[src/rtl/leg_branch_sequencer_if.sv]
`timescale 1ns/1ps
`default_nettype none
// ============================================================================
//  Module   : leg_branch_sequencer_if
//  Brief    : Step request bus plus condition-unit datapath of the LEG sequencer
//  Revision : 1.0  initial release
// ============================================================================
interface leg_branch_sequencer_if;
    logic       step_valid;
    logic       step_ready;
    logic       is_branch;
    logic [7:0] br_op;
    logic [7:0] br_a;
    logic [7:0] br_b;
    logic [7:0] br_target;
    logic [7:0] cond_op1;
    logic [7:0] cond_op2;
    logic [7:0] cond_op;
    logic       cond_result;

    // Requester and condition unit together form the master side
    modport master (
        output step_valid, is_branch, br_op, br_a, br_b, br_target, cond_result,
        input  step_ready, cond_op1, cond_op2, cond_op
    );

    modport slave (
        input  step_valid, is_branch, br_op, br_a, br_b, br_target, cond_result,
        output step_ready, cond_op1, cond_op2, cond_op
    );
endinterface
`default_nettype wire

[src/rtl/leg_branch_sequencer.sv]
`timescale 1ns/1ps
`default_nettype none
// ============================================================================
//  Module   : leg_branch_sequencer
//  Brief    : LEG program-counter sequencer with conditional branch resolution
//  Revision : 1.0  initial release
// ============================================================================
module leg_branch_sequencer #(
    parameter logic [7:0]  RESET_PC = 8'h00,
    parameter logic [7:0]  PC_STEP  = 8'd4,
    parameter int unsigned COND_LAT = 1
) (
    input  wire logic                   clk,
    input  wire logic                   rst,
    leg_branch_sequencer_if.slave       bus,
    output      logic [7:0]             pc,
    output      logic                   flush,
    output      logic                   busy,
    output      logic [7:0]             taken_count
);

    localparam logic [1:0] c_cond_lat = 2'(COND_LAT);

    typedef enum logic [0:0] {
        S_IDLE = 1'b0,
        S_EVAL = 1'b1
    } state_t;

    state_t     r_state;
    state_t     w_state_next;
    logic [7:0] r_pc,     w_pc_next;
    logic [7:0] r_target, w_target_next;
    logic [7:0] r_op1,    w_op1_next;
    logic [7:0] r_op2,    w_op2_next;
    logic [7:0] r_op,     w_op_next;
    logic [7:0] r_taken,  w_taken_next;
    logic [1:0] r_wait,   w_wait_next;
    logic       r_flush,  w_flush_next;
    logic       w_step_ready;
    logic       w_xfer;

    // The cycle right after a taken commit is a wrong-path bubble
    assign w_step_ready = (r_state == S_IDLE) && !r_flush;
    assign w_xfer       = bus.step_valid && w_step_ready;

    always_ff @(posedge clk or negedge rst) begin
        if (!rst) begin
            r_state  <= S_IDLE;
            r_pc     <= RESET_PC;
            r_target <= 8'h00;
            r_op1    <= 8'h00;
            r_op2    <= 8'h00;
            r_op     <= 8'h00;
            r_taken  <= 8'h00;
            r_wait   <= 2'd0;
            r_flush  <= 1'b0;
        end else begin
            r_state  <= w_state_next;
            r_pc     <= w_pc_next;
            r_target <= w_target_next;
            r_op1    <= w_op1_next;
            r_op2    <= w_op2_next;
            r_op     <= w_op_next;
            r_taken  <= w_taken_next;
            r_wait   <= w_wait_next;
            r_flush  <= w_flush_next;
        end
    end

    always_comb begin
        w_state_next  = r_state;
        w_pc_next     = r_pc;
        w_target_next = r_target;
        w_op1_next    = r_op1;
        w_op2_next    = r_op2;
        w_op_next     = r_op;
        w_taken_next  = r_taken;
        w_wait_next   = r_wait;
        w_flush_next  = 1'b0;

        case (r_state)
            S_IDLE: begin
                if (w_xfer) begin
                    if (bus.is_branch) begin
                        w_op1_next    = bus.br_a;
                        w_op2_next    = bus.br_b;
                        w_op_next     = bus.br_op;
                        w_target_next = bus.br_target;
                        w_wait_next   = c_cond_lat;
                        w_state_next  = S_EVAL;
                    end else begin
                        w_pc_next = r_pc + PC_STEP;
                    end
                end
            end
            S_EVAL: begin
                w_wait_next = r_wait - 2'd1;
                if (r_wait == 2'd1) begin
                    w_state_next = S_IDLE;
                    if (bus.cond_result) begin
                        w_pc_next    = r_target;
                        w_flush_next = 1'b1;
                        w_taken_next = (r_taken == 8'hFF) ? r_taken : r_taken + 8'd1;
                    end else begin
                        w_pc_next = r_pc + PC_STEP;
                    end
                end
            end
            default: w_state_next = S_IDLE;
        endcase
    end

    assign bus.step_ready = w_step_ready;
    assign bus.cond_op1   = r_op1;
    assign bus.cond_op2   = r_op2;
    assign bus.cond_op    = r_op;
    assign pc             = r_pc;
    assign flush          = r_flush;
    assign busy           = (r_state == S_EVAL);
    assign taken_count    = r_taken;

endmodule
`default_nettype wire

[src/flat_wrapper.sv]
// flat-port wrapper written by rule: the top's interface ports become plain ports
module leg_branch_sequencer_flat 
#(
    parameter logic [7:0]  RESET_PC = 8'h00,
    parameter logic [7:0]  PC_STEP  = 8'd4,
    parameter int unsigned COND_LAT = 1
)
  (clk, rst, pc, flush, busy, taken_count, bus_step_valid, bus_is_branch, bus_br_op, bus_br_a, bus_br_b, bus_br_target, bus_cond_result, bus_step_ready, bus_cond_op1, bus_cond_op2, bus_cond_op);
  leg_branch_sequencer_if bus_i ();
  input  wire logic clk;
  input  wire logic rst;
  output      logic [7:0] pc;
  output      logic flush;
  output      logic busy;
  output      logic [7:0] taken_count;
  input wire logic [$bits(bus_i.step_valid)-1:0] bus_step_valid;
  input wire logic [$bits(bus_i.is_branch)-1:0] bus_is_branch;
  input wire logic [$bits(bus_i.br_op)-1:0] bus_br_op;
  input wire logic [$bits(bus_i.br_a)-1:0] bus_br_a;
  input wire logic [$bits(bus_i.br_b)-1:0] bus_br_b;
  input wire logic [$bits(bus_i.br_target)-1:0] bus_br_target;
  input wire logic [$bits(bus_i.cond_result)-1:0] bus_cond_result;
  output wire logic [$bits(bus_i.step_ready)-1:0] bus_step_ready;
  output wire logic [$bits(bus_i.cond_op1)-1:0] bus_cond_op1;
  output wire logic [$bits(bus_i.cond_op2)-1:0] bus_cond_op2;
  output wire logic [$bits(bus_i.cond_op)-1:0] bus_cond_op;
  assign bus_i.step_valid = bus_step_valid;
  assign bus_i.is_branch = bus_is_branch;
  assign bus_i.br_op = bus_br_op;
  assign bus_i.br_a = bus_br_a;
  assign bus_i.br_b = bus_br_b;
  assign bus_i.br_target = bus_br_target;
  assign bus_i.cond_result = bus_cond_result;
  assign bus_step_ready = bus_i.step_ready;
  assign bus_cond_op1 = bus_i.cond_op1;
  assign bus_cond_op2 = bus_i.cond_op2;
  assign bus_cond_op = bus_i.cond_op;
  leg_branch_sequencer #(.RESET_PC(RESET_PC), .PC_STEP(PC_STEP), .COND_LAT(COND_LAT)) u_core (.clk(clk), .rst(rst), .bus(bus_i), .pc(pc), .flush(flush), .busy(busy), .taken_count(taken_count));
endmodule
[config.mk]
export PLATFORM = sky130hd
export DESIGN_NAME = leg_branch_sequencer_flat
export DESIGN_NICKNAME = d
export VERILOG_FILES = /design/src/rtl/leg_branch_sequencer_if.sv /design/src/rtl/leg_branch_sequencer.sv /design/src/flat_wrapper.sv
export SDC_FILE = /design/constraint.sdc
export NUM_CORES = 1
export LEC_CHECK = 0
export ABC_AREA = 1
export CORE_ASPECT_RATIO = 1.25
export CORE_MARGIN = 2
export CORE_UTILIZATION = 45
export DETAILED_ROUTE_END_ITERATION = 10
export PLACE_DENSITY = 0.87
export SLEW_MARGIN = 20
export SYNTH_ARGS = -nofsm -noshare
export SYNTH_HDL_FRONTEND = slang
export SYNTH_SLANG_ARGS = --single-unit
[constraint.sdc]
create_clock -name clk -period 1.75 [get_ports clk]
set_input_delay 0.175 -clock clk [delete_from_list [all_inputs] [get_ports clk]]
set_output_delay 0.175 -clock clk [all_outputs]
set_load 0.03 [all_outputs]
==> summary.md <==
| Metric | Value |
|---|---|
| Status | `completed` |
| Share of layout cells above drive strength 1 | `4.92%` |
| Maxcap violations | `0` |
| Netlist Area Pre-Place | `2330 um2` |
| Final #Nets | `405` |
| # fillers | `426` |
| Max clock buf depth | `2` |
| Post-CTS Setup Bufs | `0` |
| Hold/Removal Path Class | `primary input to async pin` |
| Via Count | `2056` |
| Tot Pwr | `5.76 mW` |
| Dpl hpwl | `3830 um` |
| RSZ-0062 raised after global routing | `no` |
| Final WL | `5220 um` |
| Chip height | `84.5 um` |
| Critical-path top delay cell | `clkdlybuf4s50_1` |
| DIE AREA | `5780 um2` |
| Utilization after layout | `65.1%` |
| Crit share post-route | `95.1%` |
| Combinational family with the most area after synthesis | `simple AND/OR/NAND/NOR gates` |
| Pin count of the biggest net entering global routing | `42` |
| Area grow syn2layout | `40.7%` |
| Ports | `80` |
| Core region area | `5040 um2` |
| Vias in the first global route | `2026` |
| Tmin final | `1660 ps` |
| H-tree levels | `2` |
| Initial Util | `46.3%` |
| Max-Slew Margin vs Limit | `77.0%` |
| Crit path cell chain | `clkdlybuf4s50_1` |
| Final setup fails | `0` |
| Area leader, netlist | `dfrtp_1` |
| Gate Count Post-Synth | `282` |
| Simple-Gate Fraction of Synth Area | `31.6%` |
| Fmax | `601 MHz` |
| Crit-path max FO | `7` |
| Global route overflow | `0` |
| Leading cell type in the layout, fill and taps excluded | `nand2_1` |
| Global placer's final weighted congestion | `0.798` |
| Buffers on Ports | `79` |
| Initial DRC count | `73` |
| Adder and majority cell fraction of the synthesized area | `1.61%` |
| Wire per inst | `12.2 um` |
| Row cnt | `29` |
| Xor and xnor area share after synthesis | `1.50%` |
| DRC Markers | `0` |
| Critical path launch point type | `flop` |
| CP max stage delay | `710 ps` |
| Synth area leaders | `dfrtp_1, nand2_1, inv_1` |
| Setup TNS | `0 ps` |
| Synth warn | `0` |
| Most frequent cells in the layout | `nand2_1, clkdlybuf4s50_1, dfrtp_1` |
| DR pass1 iterations | `4` |
| Post-synthesis sequential area ratio | `55.8%` |
| Root Driver | `clkbuf_8` |
| CTS tree | `yes` |
| Mux share of post-synthesis cell area | `0%` |
| P_leak | `1.65 nW` |
| CP Data Arrival Time | `1490 ps` |
| GRT Util Overall | `20.0%` |
| Compound-Gate Fraction of Synth Area | `3.11%` |
| Worst skew pair latency | `300 ps` |
| Mean Syn Cell Area | `8.27 um2` |
| Initial antenna violation count | `0` |
| Clock Pin Slew Worst Setup and Hold Paths | `90 ps` |
| Maximum VDD drop | `1.05 mV` |
| Antenna cells | `0` |
| Worst clock skew | `9.54 ps` |
| Crit. End Element | `primary output` |
| DRT antenna net count | `0` |
| Syn nets | `322` |
| Number of vias per cell | `4.80` |
| Max Slew Vio Count | `0` |
| #FFs+latches synth | `52` |
| Yosys top cell area share | `55.8%` |
| CTS sink count | `52` |
| Final hold violation count | `0` |
| Crit Path Class | `flop to primary output` |
| Worst Max-Slew Pin Slew | `345 ps` |
| Post-synth cell types | `23` |
| WP data required | `1570 ps` |
| PwrDens | `1750 nW/um2` |
| WP buf/inv | `1` |
| Total CTS buffers | `5` |
| First-pass GRT wire length | `8900 um` |
| Family with the most delay on the worst path | `buffers and inverters` |
| Die Width | `68.4 um` |
-- state kept, by name, indices dropped and copies added, names as in the netlist --
| signal | flops |
|---|---|
| u_core.r_wait | 2 |
| u_core.r_target | 8 |
| u_core.taken_count | 8 |
| u_core.bus.cond_op1 | 8 |
| u_core.flush | 1 |
| u_core.pc | 8 |
| u_core.bus.cond_op | 8 |
| u_core.busy | 1 |
| u_core.bus.cond_op2 | 8 |
-- timing repair --
action,in CTS,in global routing
resized for setup,1,2
hold endpoints to repair,11,0
hold buffers,1,0
endpoints found under the setup margin,1,2
-- logic make-up (layout without fill, tap and decap cells) --
| family | count (synthesis) | in the layout |
|---|---|---|
| and+or+nand+nor | 181 | 181 |
| DFF | 52 | 52 |
| buffers and inverters | 28 | 112 |
| AOI/OAI and AO/OA | 14 | 14 |
| xor gates and xnor gates | 4 | 4 |
| adders and majority gates | 3 | 3 |
-- per-layer routing --
| metal | track usage, % | up-vias | part of all wire, % |
|---|---|---|---|
| li1 | - | 1027 | - |
| met2 | 35.3 | 63 | 52 |
| met1 | 23.0 | 954 | 40 |
| met4 | 6.73 | 0 | 1.8 |
| met5 | 0 | - | 0 |
| met3 | 4.83 | 12 | 5.3 |
-- final timing paths --
check	to	cells after the start	from	slack, ps
setup reg to reg	u_core.taken_count[1]	8	u_core.taken_count[0]	250
setup / recovery	pc[5]	1	u_core.pc[5]	90
max in group asynchronous	u_core.bus.cond_op[3]	3	rst	950
min in group clk	u_core.bus.cond_op1[2]	3	bus_br_a[2]	410
hold reg to reg	u_core.pc[1]	2	u_core.pc[1]	480
hold / removal	u_core.pc[4]	2	rst	290
-- power breakdown --
part / total, mW / internal (mW) / switching (mW)
clock network: 0.689 / 0.323 / 0.366
logic: 2.93 / 1.19 / 1.74
registers: 2.14 / 1.73 / 0.408
-- cell usage after synthesis, drive strengths merged --
cell type,count
nand2,156
xor2,1
a21oi,1
inv,20
o21bai,1
nand3,12
xnor2,3
dfrtp,52
nand3b,3
buf,7
nor2,9
clkinv,1
o21ai,12
nand4,1
ha,3
-- area by class of cell --
class / count / area, um2 / share of cell area (%)
Timing Repair Buffer: 83 / 847 / 25.8
Inverter: 21 / 83.8 / 2.55
Multi-Input combinational cell: 202 / 883 / 26.9
Tap cell: 62 / 77.6 / 2.36
Clock buffer: 8 / 90.1 / 2.74
Sequential cell: 52 / 1300 / 39.6
-- stage by stage --
stage | instances | hold WS (ps) | cell area [um2] | setup slack (ps)
final | 428 | 286 | 3280 | 85.8
after global routing | 428 | 304 | 3280 | 11.0
after CTS | 428 | 295 | 3280 | 17.4
after detailed placement | 419 | 82.6 | 3180 | 257
after global placement | 419 | 78.4 | 3180 | 295
after floorplan | 282 | -121 | 2330 | 229
Power figures use the tool's default switching activity.
